===== src/rtl/gpu_pkg.sv =====
// gpu_pkg: shared opcode encoding, default widths and the draw-instruction
// bundle used by the GPU command decoder and its instruction FIFO.
package gpu_pkg;

    localparam int GPU_WIDTH_BITS   = 10;
    localparam int GPU_HEIGHT_BITS  = 9;
    localparam int GPU_CHANNEL_BITS = 8;
    localparam int GPU_PARAM_BITS   = 28;
    localparam int GPU_FIFO_DEPTH   = 4;

    typedef enum logic [3:0] {
        OP_CLR    = 4'd0,
        OP_XY1    = 4'd1,
        OP_XY2    = 4'd2,
        OP_RAD    = 4'd3,
        OP_LINE   = 4'd4,
        OP_RECT   = 4'd5,
        OP_CIRCLE = 4'd6,
        OP_ARC    = 4'd7
    } gpu_op_t;

    typedef struct packed {
        logic [3:0]                  op;
        logic [GPU_WIDTH_BITS-1:0]   x1;
        logic [GPU_HEIGHT_BITS-1:0]  y1;
        logic [GPU_WIDTH_BITS-1:0]   x2;
        logic [GPU_HEIGHT_BITS-1:0]  y2;
        logic [GPU_WIDTH_BITS-1:0]   rad;
        logic [GPU_CHANNEL_BITS-1:0] b;
        logic [GPU_CHANNEL_BITS-1:0] g;
        logic [GPU_CHANNEL_BITS-1:0] r;
        logic [2:0]                  oct;
    } draw_instr_t;

endpackage


===== src/rtl/gpu_instr_fifo.sv =====
// gpu_instr_fifo: synchronous FIFO of draw instructions with flush.
// Ports: clk/rst, push_i+din_i, pop_i, flush_i, dout_o (head), full_o,
// empty_o, count_o.
module gpu_instr_fifo
    import gpu_pkg::*;
#(
    parameter int  DEPTH = GPU_FIFO_DEPTH,
    parameter type T     = draw_instr_t
) (
    input  logic                   clk,
    input  logic                   rst,
    input  logic                   push_i,
    input  T                       din_i,
    input  logic                   pop_i,
    input  logic                   flush_i,
    output T                       dout_o,
    output logic                   full_o,
    output logic                   empty_o,
    output logic [$clog2(DEPTH):0] count_o
);

    localparam int AW = $clog2(DEPTH);
    localparam int CW = AW + 1;

    T              r_mem [DEPTH];
    T              r_last;
    logic [AW-1:0] r_wr_ptr;
    logic [AW-1:0] r_rd_ptr;
    logic [CW-1:0] r_count;
    logic          r_full;

    logic          w_push;
    logic          w_pop;
    logic [CW-1:0] w_count_nxt;

    assign empty_o = (r_count == '0);
    assign full_o  = r_full;
    assign count_o = r_count;

    // Head holds its last shown value while empty.
    assign dout_o  = empty_o ? r_last : r_mem[r_rd_ptr];

    assign w_push = push_i && !r_full && !flush_i;
    assign w_pop  = pop_i && !empty_o && !flush_i;

    always_comb begin
        w_count_nxt = r_count;
        if (flush_i)
            w_count_nxt = '0;
        else
            w_count_nxt = r_count + CW'(w_push) - CW'(w_pop);
    end

    always_ff @(posedge clk or posedge rst) begin
        if (rst) begin
            for (int i = 0; i < DEPTH; i++)
                r_mem[i] <= '0;
            r_last   <= '0;
            r_wr_ptr <= '0;
            r_rd_ptr <= '0;
            r_count  <= '0;
            r_full   <= 1'b0;
        end else begin
            r_last  <= dout_o;
            r_count <= w_count_nxt;
            r_full  <= (w_count_nxt == CW'(DEPTH));
            if (flush_i) begin
                r_wr_ptr <= '0;
                r_rd_ptr <= '0;
            end else begin
                if (w_push) begin
                    r_mem[r_wr_ptr] <= din_i;
                    r_wr_ptr        <= r_wr_ptr + 1'b1;
                end
                if (w_pop)
                    r_rd_ptr <= r_rd_ptr + 1'b1;
            end
        end
    end

endmodule


===== src/rtl/gpu_command_decoder.sv =====
// gpu_command_decoder: decodes command words into shadow xy1/xy2/rad and
// buffers snapshotted draw instructions for the rasteriser.
// Ports: cmd_valid_i/cmd_ready_o/opcode_i/parameters_i command handshake,
// flush_i, instr_valid_o/instr_ready_i plus head fields opcode_o..b_o,
// reg_write_o and illegal_o pulses, count_o buffered entries.
module gpu_command_decoder
    import gpu_pkg::*;
#(
    parameter int WIDTH_BITS   = GPU_WIDTH_BITS,
    parameter int HEIGHT_BITS  = GPU_HEIGHT_BITS,
    parameter int CHANNEL_BITS = GPU_CHANNEL_BITS,
    parameter int PARAM_BITS   = GPU_PARAM_BITS,
    parameter int FIFO_DEPTH   = GPU_FIFO_DEPTH
) (
    input  logic                        clk,
    input  logic                        rst,
    input  logic                        cmd_valid_i,
    output logic                        cmd_ready_o,
    input  logic [3:0]                  opcode_i,
    input  logic [PARAM_BITS-1:0]       parameters_i,
    input  logic                        flush_i,
    output logic                        instr_valid_o,
    input  logic                        instr_ready_i,
    output logic [3:0]                  opcode_o,
    output logic [WIDTH_BITS-1:0]       x1_o,
    output logic [HEIGHT_BITS-1:0]      y1_o,
    output logic [WIDTH_BITS-1:0]       x2_o,
    output logic [HEIGHT_BITS-1:0]      y2_o,
    output logic [WIDTH_BITS-1:0]       rad_o,
    output logic [2:0]                  oct_o,
    output logic [CHANNEL_BITS-1:0]     r_o,
    output logic [CHANNEL_BITS-1:0]     g_o,
    output logic [CHANNEL_BITS-1:0]     b_o,
    output logic                        reg_write_o,
    output logic                        illegal_o,
    output logic [$clog2(FIFO_DEPTH):0] count_o
);

    localparam int W = WIDTH_BITS;
    localparam int H = HEIGHT_BITS;
    localparam int C = CHANNEL_BITS;

    typedef struct packed {
        logic [3:0]   op;
        logic [W-1:0] x1;
        logic [H-1:0] y1;
        logic [W-1:0] x2;
        logic [H-1:0] y2;
        logic [W-1:0] rad;
        logic [C-1:0] b;
        logic [C-1:0] g;
        logic [C-1:0] r;
        logic [2:0]   oct;
    } instr_t;

    logic [W-1:0] r_x1, r_x2, r_rad;
    logic [H-1:0] r_y1, r_y2;
    logic         r_live;
    logic         r_reg_write;
    logic         r_illegal;

    logic         w_full;
    logic         w_empty;
    logic         w_accept;
    logic         w_push;
    logic         w_pop;
    logic [W-1:0] w_px;
    logic [H-1:0] w_py;
    instr_t       w_din;
    instr_t       w_head;

    // r_live keeps ready low while reset is held.
    assign cmd_ready_o = r_live && !w_full;
    assign w_accept    = cmd_valid_i && cmd_ready_o;
    assign w_push      = w_accept && (opcode_i[3:2] == 2'b01);
    assign w_pop       = instr_valid_o && instr_ready_i;

    assign w_px = parameters_i[W-1:0];
    assign w_py = parameters_i[W+H-1:W];

    always_comb begin
        w_din     = '0;
        w_din.op  = opcode_i;
        w_din.x1  = r_x1;
        w_din.y1  = r_y1;
        w_din.x2  = r_x2;
        w_din.y2  = r_y2;
        w_din.rad = r_rad;
        w_din.b   = parameters_i[C-1:0];
        w_din.g   = parameters_i[2*C-1:C];
        w_din.r   = parameters_i[3*C-1:2*C];
        if (opcode_i == OP_ARC)
            w_din.oct = parameters_i[PARAM_BITS-1 -: 3];
    end

    always_ff @(posedge clk or posedge rst) begin
        if (rst) begin
            r_x1        <= '0;
            r_y1        <= '0;
            r_x2        <= '0;
            r_y2        <= '0;
            r_rad       <= '0;
            r_live      <= 1'b0;
            r_reg_write <= 1'b0;
            r_illegal   <= 1'b0;
        end else begin
            r_live      <= 1'b1;
            r_reg_write <= w_accept && !opcode_i[3];
            r_illegal   <= w_accept && opcode_i[3];
            if (w_accept) begin
                unique case (opcode_i)
                    OP_CLR: begin
                        r_x1  <= '0;
                        r_y1  <= '0;
                        r_x2  <= '0;
                        r_y2  <= '0;
                        r_rad <= '0;
                    end
                    OP_XY1: begin
                        r_x1 <= w_px;
                        r_y1 <= w_py;
                    end
                    OP_XY2: begin
                        r_x2 <= w_px;
                        r_y2 <= w_py;
                    end
                    OP_RAD: r_rad <= w_px;
                    default: ;
                endcase
            end
        end
    end

    gpu_instr_fifo #(
        .DEPTH (FIFO_DEPTH),
        .T     (instr_t)
    ) u_fifo (
        .clk     (clk),
        .rst     (rst),
        .push_i  (w_push),
        .din_i   (w_din),
        .pop_i   (w_pop),
        .flush_i (flush_i),
        .dout_o  (w_head),
        .full_o  (w_full),
        .empty_o (w_empty),
        .count_o (count_o)
    );

    assign instr_valid_o = !w_empty;
    assign opcode_o      = w_head.op;
    assign x1_o          = w_head.x1;
    assign y1_o          = w_head.y1;
    assign x2_o          = w_head.x2;
    assign y2_o          = w_head.y2;
    assign rad_o         = w_head.rad;
    assign oct_o         = w_head.oct;
    assign r_o           = w_head.r;
    assign g_o           = w_head.g;
    assign b_o           = w_head.b;
    assign reg_write_o   = r_reg_write;
    assign illegal_o     = r_illegal;

endmodule

===== config.mk =====
export PLATFORM = sky130hd
export DESIGN_NAME = gpu_command_decoder
export DESIGN_NICKNAME = d
export VERILOG_FILES = /design/src/rtl/gpu_pkg.sv /design/src/rtl/gpu_instr_fifo.sv /design/src/rtl/gpu_command_decoder.sv
export SDC_FILE = /design/constraint.sdc
export NUM_CORES = 1
export LEC_CHECK = 0
export CORE_MARGIN = 2
export CORE_UTILIZATION = 60
export CTS_CLUSTER_SIZE = 16
export DETAILED_ROUTE_END_ITERATION = 8
export DONT_BUFFER_PORTS = 1
export PLACE_DENSITY_LB_ADDON = 0.1
export SYNTH_ARGS = -nofsm -noshare
export SYNTH_HDL_FRONTEND = slang
export SYNTH_HIERARCHICAL = 1
export SYNTH_SLANG_ARGS = --single-unit

===== constraint.sdc =====
create_clock -name clk -period 15.7 [get_ports clk]
set_input_delay 3.14 -clock clk [delete_from_list [all_inputs] [get_ports clk]]
set_output_delay 3.14 -clock clk [all_outputs]
set_load 0.01 [all_outputs]

; After elaboration in Yosys (flattened, before gate mapping)
; Cells that the tools add are included.
[word_totals]
regBits = 454
output_inout_bits = 86
word_cells = 122
[classes]
n_lt_le_gt_ge = 3
bitwise = 3
muxes = 18
n_eq_ne = 6
reduce_logical = 26
addsub = 4
[ops]
columns = cell, n
row1 = bitwise mux 316 bit, 1
row2 = two-way mux 79 bit, 4
row3 = binary-select mux 79 bit (select 2 bit), 1
row4 = demux 79 bit (select 2 bit), 1
row5 = one-hot mux 10 bit (2 select lines), 3
row6 = one-hot mux 9 bit (2 select lines), 2
row7 = logical AND 1 bit, 11
row8 = nonzero test 2 bit, 5
row9 = == test 4 x 2 -> 1 bit (second input constant), 2
row10 = two-way mux 2 bit, 4
row11 = AND reduction 2 bit, 4
row12 = >= comparator 3 bit (second input constant), 2
row13 = two-way mux 3 bit, 2
row14 = inverter 2 -> 3 bit, 2
row15 = adder 2 x 1 -> 2 bit (second input constant), 2
row16 = == test 4 x 1 -> 1 bit (second input constant), 1
row17 = == test 4 x 3 -> 1 bit (second input constant), 1
row18 = zero test 1 bit, 4
row19 = zero test 4 bit, 1
row20 = adder 3 x 1 -> 3 bit, 1
row21 = == test 3 bit (second input constant), 1
row22 = zero test 3 bit, 1
row23 = less-than comparator 3 x 1 -> 1 bit (second input constant), 1
row24 = subtractor 3 x 1 -> 3 bit, 1
row25 = other kinds (2), 2

; Logic depth before layout (Yosys ltp)
; Gate-level depths: netlist of run 1.
[depth]
ltp_word = 10
ltp_mapped = 13
mapped_depth_nobuf = 11

; Modules after synthesis
; The synthesis of run 1 kept the hierarchy.
[modules_own_cells]
columns = module, n_inst, seq_area_each_um2, cells_per_inst, area_per_inst_um2
row1 = gpu_instr_fifo, 1, 10084.7, 977, 17312.9
row2 = gpu_command_decoder, 1, 1276.2, 210, 2394.8

; Least setup slack after synthesis of run 1
; Ideal clock, no wire load.
[synth_timing]
path_kind = input port to flip-flop
from = input port opcode_i[3]
to = register u_fifo.r_full, in the netlist u_fifo/full_o
t_arrival_ps = 5264
n_path_buf = 2
cell_stages = 13
slack_ps = 10335
cell_sequence = and4bb_1 > buf_6 > buf_4 > and2_1 > nor3b_4 > inv_1 > ha_1 > inv_1 > ha_1 > inv_1 > fa_1 > nor2_1 > nor4_1
[synth_via]
elab_chain_cells = 8
[synth_lines]
columns = element, line_no
row1 = start: declaration, gpu_command_decoder.sv:19  ; input logic [3:0] opcode_i,
row2 = == test 2 x 1 -> 1 bit, gpu_command_decoder.sv:75  ; assign w_push = w_accept && (opcode_i[3:2] == 2'b01);
row3 = logical AND 1 bit, gpu_command_decoder.sv:75
row4 = net w_push, gpu_command_decoder.sv:65  ; logic w_push;
row5 = logical AND 1 bit (2 in a row), gpu_instr_fifo.sv:43  ; assign w_push = push_i && !r_full && !flush_i;
row6 = adder 3 x 1 -> 3 bit, gpu_instr_fifo.sv:51  ; w_count_nxt = r_count + CW'(w_push) - CW'(w_pop);
row7 = subtractor 3 x 1 -> 3 bit, gpu_instr_fifo.sv:51
row8 = two-way mux 3 bit, gpu_instr_fifo.sv:48  ; if (flush_i)
row9 = net u_fifo.w_count_nxt[1], gpu_instr_fifo.sv:34  ; logic [CW-1:0] w_count_nxt;
row10 = == test 3 bit, gpu_instr_fifo.sv:66  ; r_full <= (w_count_nxt == CW'(DEPTH));
row11 = end signal: assignment, gpu_instr_fifo.sv:66
row12 = end: declaration, gpu_instr_fifo.sv:30  ; logic r_full;
; The timed path passes the listed nets, and every way through them passes these cells.
; A chain may end at the register's enable or synchronous reset.

; Worst setup path in the final report of run 1
[layout_timing]
from = register u_fifo.r_rd_ptr[1]
to = output port y1_o[0]
[layout_via]
elab_chain_cells = 5
[layout_lines]
columns = element, line_no
row1 = start: declaration, gpu_instr_fifo.sv:28  ; logic [AW-1:0] r_rd_ptr;
row2 = start signal: assignment, gpu_instr_fifo.sv:76  ; r_rd_ptr <= r_rd_ptr + 1'b1;
row3 = inverter 2 -> 3 bit (implied by the code), gpu_instr_fifo.sv:41  ; assign dout_o = empty_o ? r_last : r_mem[r_rd_ptr];
row4 = binary-select mux 79 bit (select 2 bit), gpu_instr_fifo.sv:41
row5 = two-way mux 79 bit (implied by the code) (2 in a row), gpu_instr_fifo.sv:41
row6 = two-way mux 79 bit, gpu_instr_fifo.sv:41
row7 = end: declaration, gpu_command_decoder.sv:26  ; output logic [HEIGHT_BITS-1:0] y1_o,
; No other way between the ends. The select of a mux whose other input is x is not followed.

==> results of run 1 <==
==> logic make-up after synthesis <==
group / after synthesis
multiplexers: 493
flip-flops: 454
buffers and inverters: 104
AND/OR/NAND/NOR: 81
AO/OA/AOI/OAI: 42
adder cells (fa/ha/maj): 7
XOR/XNOR: 5
other: 1
==> cells in the final DEF, fill, tap and decap left out, types with 3 or more instances in the layout <==
| cell type | n |
|---|---|
| clkbuf_8 | 10 |
| xor2_1 | 3 |
| mux4_2 | 79 |
| nand4_1 | 20 |
| and2_4 | 4 |
| a21bo_2 | 18 |
| ha_1 | 6 |
| mux2i_1 | 19 |
| nor2b_1 | 13 |
| a21o_1 | 10 |
| buf_4 | 11 |
| dfrtp_1 | 452 |
| clkbuf_16 | 49 |
| a32o_1 | 10 |
| mux2_4 | 40 |
| nor2_1 | 9 |
| inv_1 | 24 |
| clkbuf_1 | 11 |
| mux2_2 | 355 |
| nand2_1 | 18 |
| clkinv_2 | 6 |
| and2_1 | 5 |
==> worst min path at each step <==
stage	depth (start not counted)	slack (ns)	start	to
after floorplan	1	0.48	u_fifo/r_mem[105]	u_fifo/r_mem[105]
after global placement	1	0.48	u_fifo/r_mem[69]	u_fifo/r_mem[69]
after detailed placement	1	0.49	u_fifo/r_mem[164]	u_fifo/r_mem[164]
after CTS	1	0.50	u_fifo/r_mem[70]	u_fifo/r_mem[70]
after global routing	1	0.51	u_fifo/r_mem[182]	u_fifo/r_mem[182]
final	1	0.50	u_fifo/r_mem[12]	u_fifo/r_mem[12]
==> layer usage <==
| layer | vias up | track usage [%] | share of wire [%] | wire length, um |
|---|---|---|---|---|
| met3 | 60 | 5.82 | 6.5 | 2530 |
| met4 | 0 | 6.63 | 2.1 | 824 |
| li1 | 4299 | - | - | - |
| met2 | 182 | 38.0 | 47 | 18500 |
| met1 | 5387 | 33.6 | 44 | 17300 |
| met5 | - | 0 | 0 | 0 |
==> worst reg2reg max path, cell delays in order (launching register included) <==
cell	delay, ns
dfrtp_1	0.46
and4bb_1	0.30
buf_4	0.38
and2_1	0.23
nor3b_4	0.27
and2_4	0.69
buf_4	0.69
mux2_2	0.44
==> power by group through the flow <==
stage,clock network [mW],registers (mW),logic [mW]
detailed placement,0,1.42,0.345
global route,1.15,1.42,0.370
CTS,1.10,1.40,0.346
floorplan,0,1.39,0.289
global placement,0,1.41,0.336
finish,1.07,1.40,0.338
==> state kept, by name, indices dropped and copies added (netlist names), 3 cells and up <==
register	flops
u_fifo/r_mem	316
u_fifo/r_last	79
r_rad	10
r_x1	10
r_x2	10
r_y1	9
r_y2	9
u_fifo/count_o	3
==> synthesized netlist by cell type (all sizes together) <==
cell    instances  area [um2]
o31ai           1        7.51
nor4            1        6.26
nand3b          1        11.3
a21bo          20         200
and2b           2        15.0
and3            1        6.26
a32o           10         100
nand2b          1        6.26
ha              6        75.1
clkbuf          3        11.3
nor3            1        10.0
nand2          20        90.1
mux2i          19         190
fa              1        20.0
inv            26        97.6
mux2          395        4600
nor2            9        33.8
nand4          20         125
xnor2           2        17.5
a21o           10        75.1
dfrtp         454       11400
buf            75         654
nor3b           1        18.8
and4bb          1        12.5
conb            1        3.75
and3b           1        8.76
mux4           79        1780
xor2            3        26.3
nor2b          13        81.3
and2            9        56.3
o311ai          1        8.76
==> layout make-up <==
| cell class | count | area [um2] | area share, % |
|---|---|---|---|
| sequential | 454 | 11400 | 53.6 |
| clock buffer | 70 | 1410 | 6.62 |
| timing repair buffer | 12 | 103 | 0.484 |
| antenna | 1 | 2.50 | 0.0118 |
| inverter | 26 | 105 | 0.495 |
| clock inverter | 9 | 75.1 | 0.354 |
| multi-input combinational | 629 | 7600 | 35.8 |
| tap | 442 | 553 | 2.61 |
==> impl_results.md, run 1 <==
* Setup violators final at 0
* Core Region at between 30,000 and 40,000 um2
* Final Hold Slack at approximately 0.50 ns
* Vias in the first global route at ~11,000
* Sequential area share after synthesis at between 50% and 60%
* CP top delay family: multiplexers
* Critical Path, Cell by Cell: buf_4 -> mux4_2 -> mux2_2
* Vias per cell at 6.04
* Post-layout util at ~65%
* Global placement routability congestion at between 0.7 and 0.8
* DP Cell Count at roughly 1,600
* Final WS setup at 9.15 ns
* Adder-cell area share of the yosys netlist at 0.483%
* Largest net degree at the start of global routing at 180
* Max-slew violation count at 0
* Post-synth cell types at 38
* Synthesized Nets at around 1,200
* Final period util at between 40% and 50%
* Global Route Usage Sum at between 20 and 25%
* Layout Skew at roughly 0.017 ns
* Tmin final at about 6.5 ns
* Setup Buffers After CTS at 0
* Post-Synth Simple-Gate Area at under 10%
* Clock-pin slew on the worst setup and hold paths at around 0.060 ns
* CTS Buf Count at 48
* Crit path kind: reg2out
* Final nets at between 1,000 and 1,500
* Power per Cell Area at 132 nW/um2
* DP Wirelength at approximately 23 mm
* Final routed DRC violation total at 0
* Highest clock rate at ~150 MHz
* Via count at a little under 10,000
* Detail-routed net length per standard cell at between 20 and 25 um
* Final hold vios at 0
* Syn Area/Cell at 16.6 um2
* Root Buffer: clkbuf_16
* DRT Wirelength at 39.3 mm
* P_sw at roughly 0.7 mW
* Clock Sinks at approximately 450
* Worst Setup EP: y1_o[0]
* Req. time, crit path at 12.56 ns
* Post-synthesis compound-gate area fraction at between 1.5 and 2%
* Iteration-0 DRC Markers at around 440
* Worst EP arrival at roughly 3.4 ns
* Largest family of logic cells by synthesized area: multiplexers
* #FFs+latches synth at 454
* Critical path startpoint: u_fifo/r_rd_ptr[1]
* Area after DPL at just under 20,000 um2
* Seq pwr share at 49.9%
* Critical Path End Type: output port
* Max_slew headroom at between 20% and 30%
* Pint at around 2.1 mW
* Antenna-violating nets left at 0
* WP buf/inv at 1
* Critical path startpoint category: register
* Reg-to-reg setup timing slack at roughly 12 ns
* Die Y at about 190 um
* Post-synthesis xor/xnor area fraction at 0.222%
* Max_cap viols at 0
* DR pass1 iterations at 6
* Worst-Margin Slew at between 1 and 1.5 ns
* Clk Latency, worst-skew pair at 0.56 ns
* Sw Ratio at 24.2%
* P&R area growth vs syn at 7.63%
* CP peak stage delay at about 0.90 ns
* Cell row count at 66
* Crit Path Max Fanout at between 40 and 50
* Final Non-Filler Cells at roughly 1,600
* Outcome: finished, final reports clean
* HP Class: reg2reg
* Maximum vdd drop at 0.0000971 V
* Ys Warns at 6
* Leakage power at a little over 10 nW
* Die Area at between 30,000 and 40,000 um2
* Mux share of post-synthesis cell area at 33.3%
* TritonCTS clock tree: done
* Fillers at around 2,300
* Die W at 185 um
* Design Area, Final at between 20,000 and 25,000 um2
* Final TNS setup at 0 ns
* FF-to-FF Start: u_fifo/full_o
* RR Endpoint: u_fifo/r_mem[110]
* Power share of the clock group at 38.1%
* Io pins at between 100 and 150
* Pwr Total at roughly 2.8 mW
* Combinational share of power at about an eighth
* Initial antenna violation count at 3
* Cells after Synth at about 1,200
* Post-place setup slack at 9.49 ns
* CTS max path bufs at 3
* First-pass GRT wire length at between 60 and 70 mm
* CP max-delay cell: dfrtp_4
* H-tree depth at 2
* Post-CTS Resized at 0
* Cell Area, Synth at between 15,000 and 20,000 um2
* Critical path depth in cells at 3
* RSZ-0062 raised after global routing: no
* Cts hold-fix bufs at 0
* Starting Density at around 60%
* FF-to-FF path depth at 7
* # port buffers at 0
* Global route overflow at 0
* Layout cell share with drive strength beyond 1 at about half
No activity file was read; power rests on OpenSTA's default activity.
==> run 2: changes to the inputs <==
==> constraint.sdc (replaced) <==
create_clock -name clk -period 6.63 [get_ports clk]
set_input_delay 1.326 -clock clk [delete_from_list [all_inputs] [get_ports clk]]
set_output_delay 1.326 -clock clk [all_outputs]
set_load 0.01 [all_outputs]
==> run 2 against run 1 <==
  * First-iteration DRC count rose by 2.5%
  * Via count fell by 0.20%
  * Wire length fell by 0.10%
  * Highest routed layer unchanged
  * Die area did not move
  * Global-route usage barely moved
  * Non-clock buffer count rose by 5
  * Combinational power rose by 140%
  * Sequential power rose by 140%
  * Hold slack improved by 0.00054 ns
  * Clock skew rose by 0.0034 ns
==> impl_results.md, run 2 (synthesis gave the netlist of run 1 again) <==
* Vias per cell at 6.00 (-0.69%)
* Root Buffer: clkbuf_16
* Critical Path End Type: output port
* Most Used Layer, Global Route: met2
* Max_slew headroom at 28.1% (-1.9 points)
* CP max-delay cell: dfrtp_4
* Starting Density at 60.7% (unchanged)
* Met1 Resource Use GR at 33.2% (-0.39 points)
* DRT Wirelength at 39.2 mm (-0.10%)
* Final routed DRC violation total at 0 (unchanged)
* Design Area, Final at 21,300 um2 (+0.20%)
* Antenna diodes at 0 (-1)
* Worst hold stages at 1 (unchanged)
* Worst EP arrival at 3.09 ns (-0.32 ns)
* Io pins at 123 (unchanged)
* Global route overflow at 0 (unchanged)
* Tmin final at approximately 4.4 ns
* DR pass1 iterations at 4 (-2)
* Critical path depth in cells at 3 (unchanged)
* Final Hold Slack at 0.500 ns (+0.000540 ns)
* Met2 Use GR at 38.5% (+0.54 points)
* Post-layout util at 65.5% (+0.13 points)
* WP buf/inv at 1 (unchanged)
* RSZ-0062 raised after global routing: no
* Vias in the first global route at 10,700 (+0.57%)
* HP Class: reg2reg
* Clock-pin slew on the worst setup and hold paths at 0.06 ns (about the same)
* Crit Path Max Fanout at 49 (+8.9%)
* DP Wirelength at 23.3 mm (+2.8%)
* Highest clock rate at 226 MHz
* Global placement routability congestion at 0.743 (+0.38%)
* Clk Latency, worst-skew pair at 0.56 ns (about the same)
* Global Route Usage Sum at 24.0% (-0.044 points)
* Final TNS setup at 0 ns (unchanged)
* Layout cell share with drive strength beyond 1 at 48.6% (-0.11 points)
* Setup Buffers After CTS at 0 (unchanged)
* Power per Cell Area at 313 nW/um2 (+140%)
* Die Y at 185 um (unchanged)
* Critical Path, Cell by Cell: buf_4 -> mux4_2 -> mux2_2
* Cell row count at 66 (unchanged)
* CP top delay family: flip-flops
* Via count at 9,908 (-0.20%)
* Crit path kind: reg2out
* P&R area growth vs syn at 7.85%
* Cts hold-fix bufs at 0 (unchanged)
* Setup violators final at 0 (unchanged)
* Most common cell after layout, fill and taps aside: dfrtp_1
* Die Area at 34,300 um2 (unchanged)
* CP peak stage delay at 1.06 ns (+0.16 ns)
* Area after DPL at 19,800 um2 (+0.23%)
* Worst-Margin Slew at 1.08 ns (+0.0280 ns)
* Core Region at 32,500 um2 (unchanged)
* TritonCTS clock tree: done
* Biggest register: u_fifo/r_mem
* CTS Buf Count at 47 (-2.1%)
* Outcome: finished, final reports clean
* Final hold vios at 0 (unchanged)
* Leakage power at 10.1 nW (+0.24%)
* H-tree depth at 2 (unchanged)
* Die W at 185 um (unchanged)
* Clock Sinks at 454 (unchanged)
* GRT met3 Usage at 5.41% (-0.41 points)
* Antenna-violating nets left at 0 (unchanged)
* Max-slew violation count at 0 (unchanged)
* Req. time, crit path at 5.30 ns (-7.26 ns)
* Final nets at 1,219 (+0.33%)
* Biggest regs: u_fifo/r_mem x316, u_fifo/r_last x79
* Final period util at around 67%
* Post-CTS Resized at 0 (unchanged)
* Layout Skew at 0.0200 ns (+0.00341 ns)
* Maximum vdd drop at 0.000299 V (+210%)
* Initial antenna violation count at 0 (-3)
* Max_cap viols at 0 (unchanged)
* Iteration-0 DRC Markers at 454 (+2.5%)
* Critical path startpoint category: register
* Most frequent cells in the layout: dfrtp_1 (452), mux2_2 (355), mux4_2 (79), clkbuf_16 (47), mux2_4 (40)
* # port buffers at 0 (unchanged)
* Detail-routed net length per standard cell at 23.7 um (-0.59%)
* Largest net degree at the start of global routing at 165 (-8.3%)
* FF-to-FF path depth at 7 (unchanged)
* Max reg flops at 316 (unchanged)
* First-pass GRT wire length at 62.5 mm (+0.28%)
* CTS max path bufs at 3 (unchanged)
==> run 2: final cells by class <==
| type | count | area, um2 |
|---|---|---|
| Inverter | 26 | 101 |
| Clock buffer | 73 | 1360 |
| Sequential cell | 454 | 11400 |
| Clock inverter | 10 | 115 |
| Timing Repair Buffer | 17 | 153 |
| Fill cell | 2290 | 11200 |
| Tap cell | 442 | 553 |
| Multi-Input combinational cell | 629 | 7600 |
==> run 2: per-layer routing <==
metal / share of wire (%) / routed length [um]
met2: 48 / 18900
met5: 0 / 0
met3: 5.4 / 2120
met1: 44 / 17300
met4: 2.1 / 837
==> run 2: where the power goes <==
part	internal (mW)	switching, mW
logic	0.419	0.381
registers	3.13	0.185
clock network	1.49	1.05
==> run 2: path summary, 6_finish.rpt <==
path	startpoint	endpoint	slack, ns
max reg2reg	u_fifo/full_o	u_fifo/r_mem[100]	3.13
min in group asynchronous	rst	u_fifo/r_mem[273]	0.80
min reg2reg	u_fifo/r_mem[127]	u_fifo/r_mem[127]	0.50
max in group asynchronous	rst	u_fifo/r_mem[253]	4.34
max	u_fifo/r_rd_ptr[1]	y1_o[0]	2.21
min	u_fifo/r_mem[127]	u_fifo/r_mem[127]	0.50
==> run 2: metrics by stage <==
stage               setup slack, ns  std cells  total power [mW]
detailed placement             2.27       1568              4.18
finish                         2.21       1651              6.65
floorplan                    -0.124       1187              3.98
CTS                            2.13       1651              6.74
global placement               2.29       1568              4.14
global route                   2.02       1651              6.96
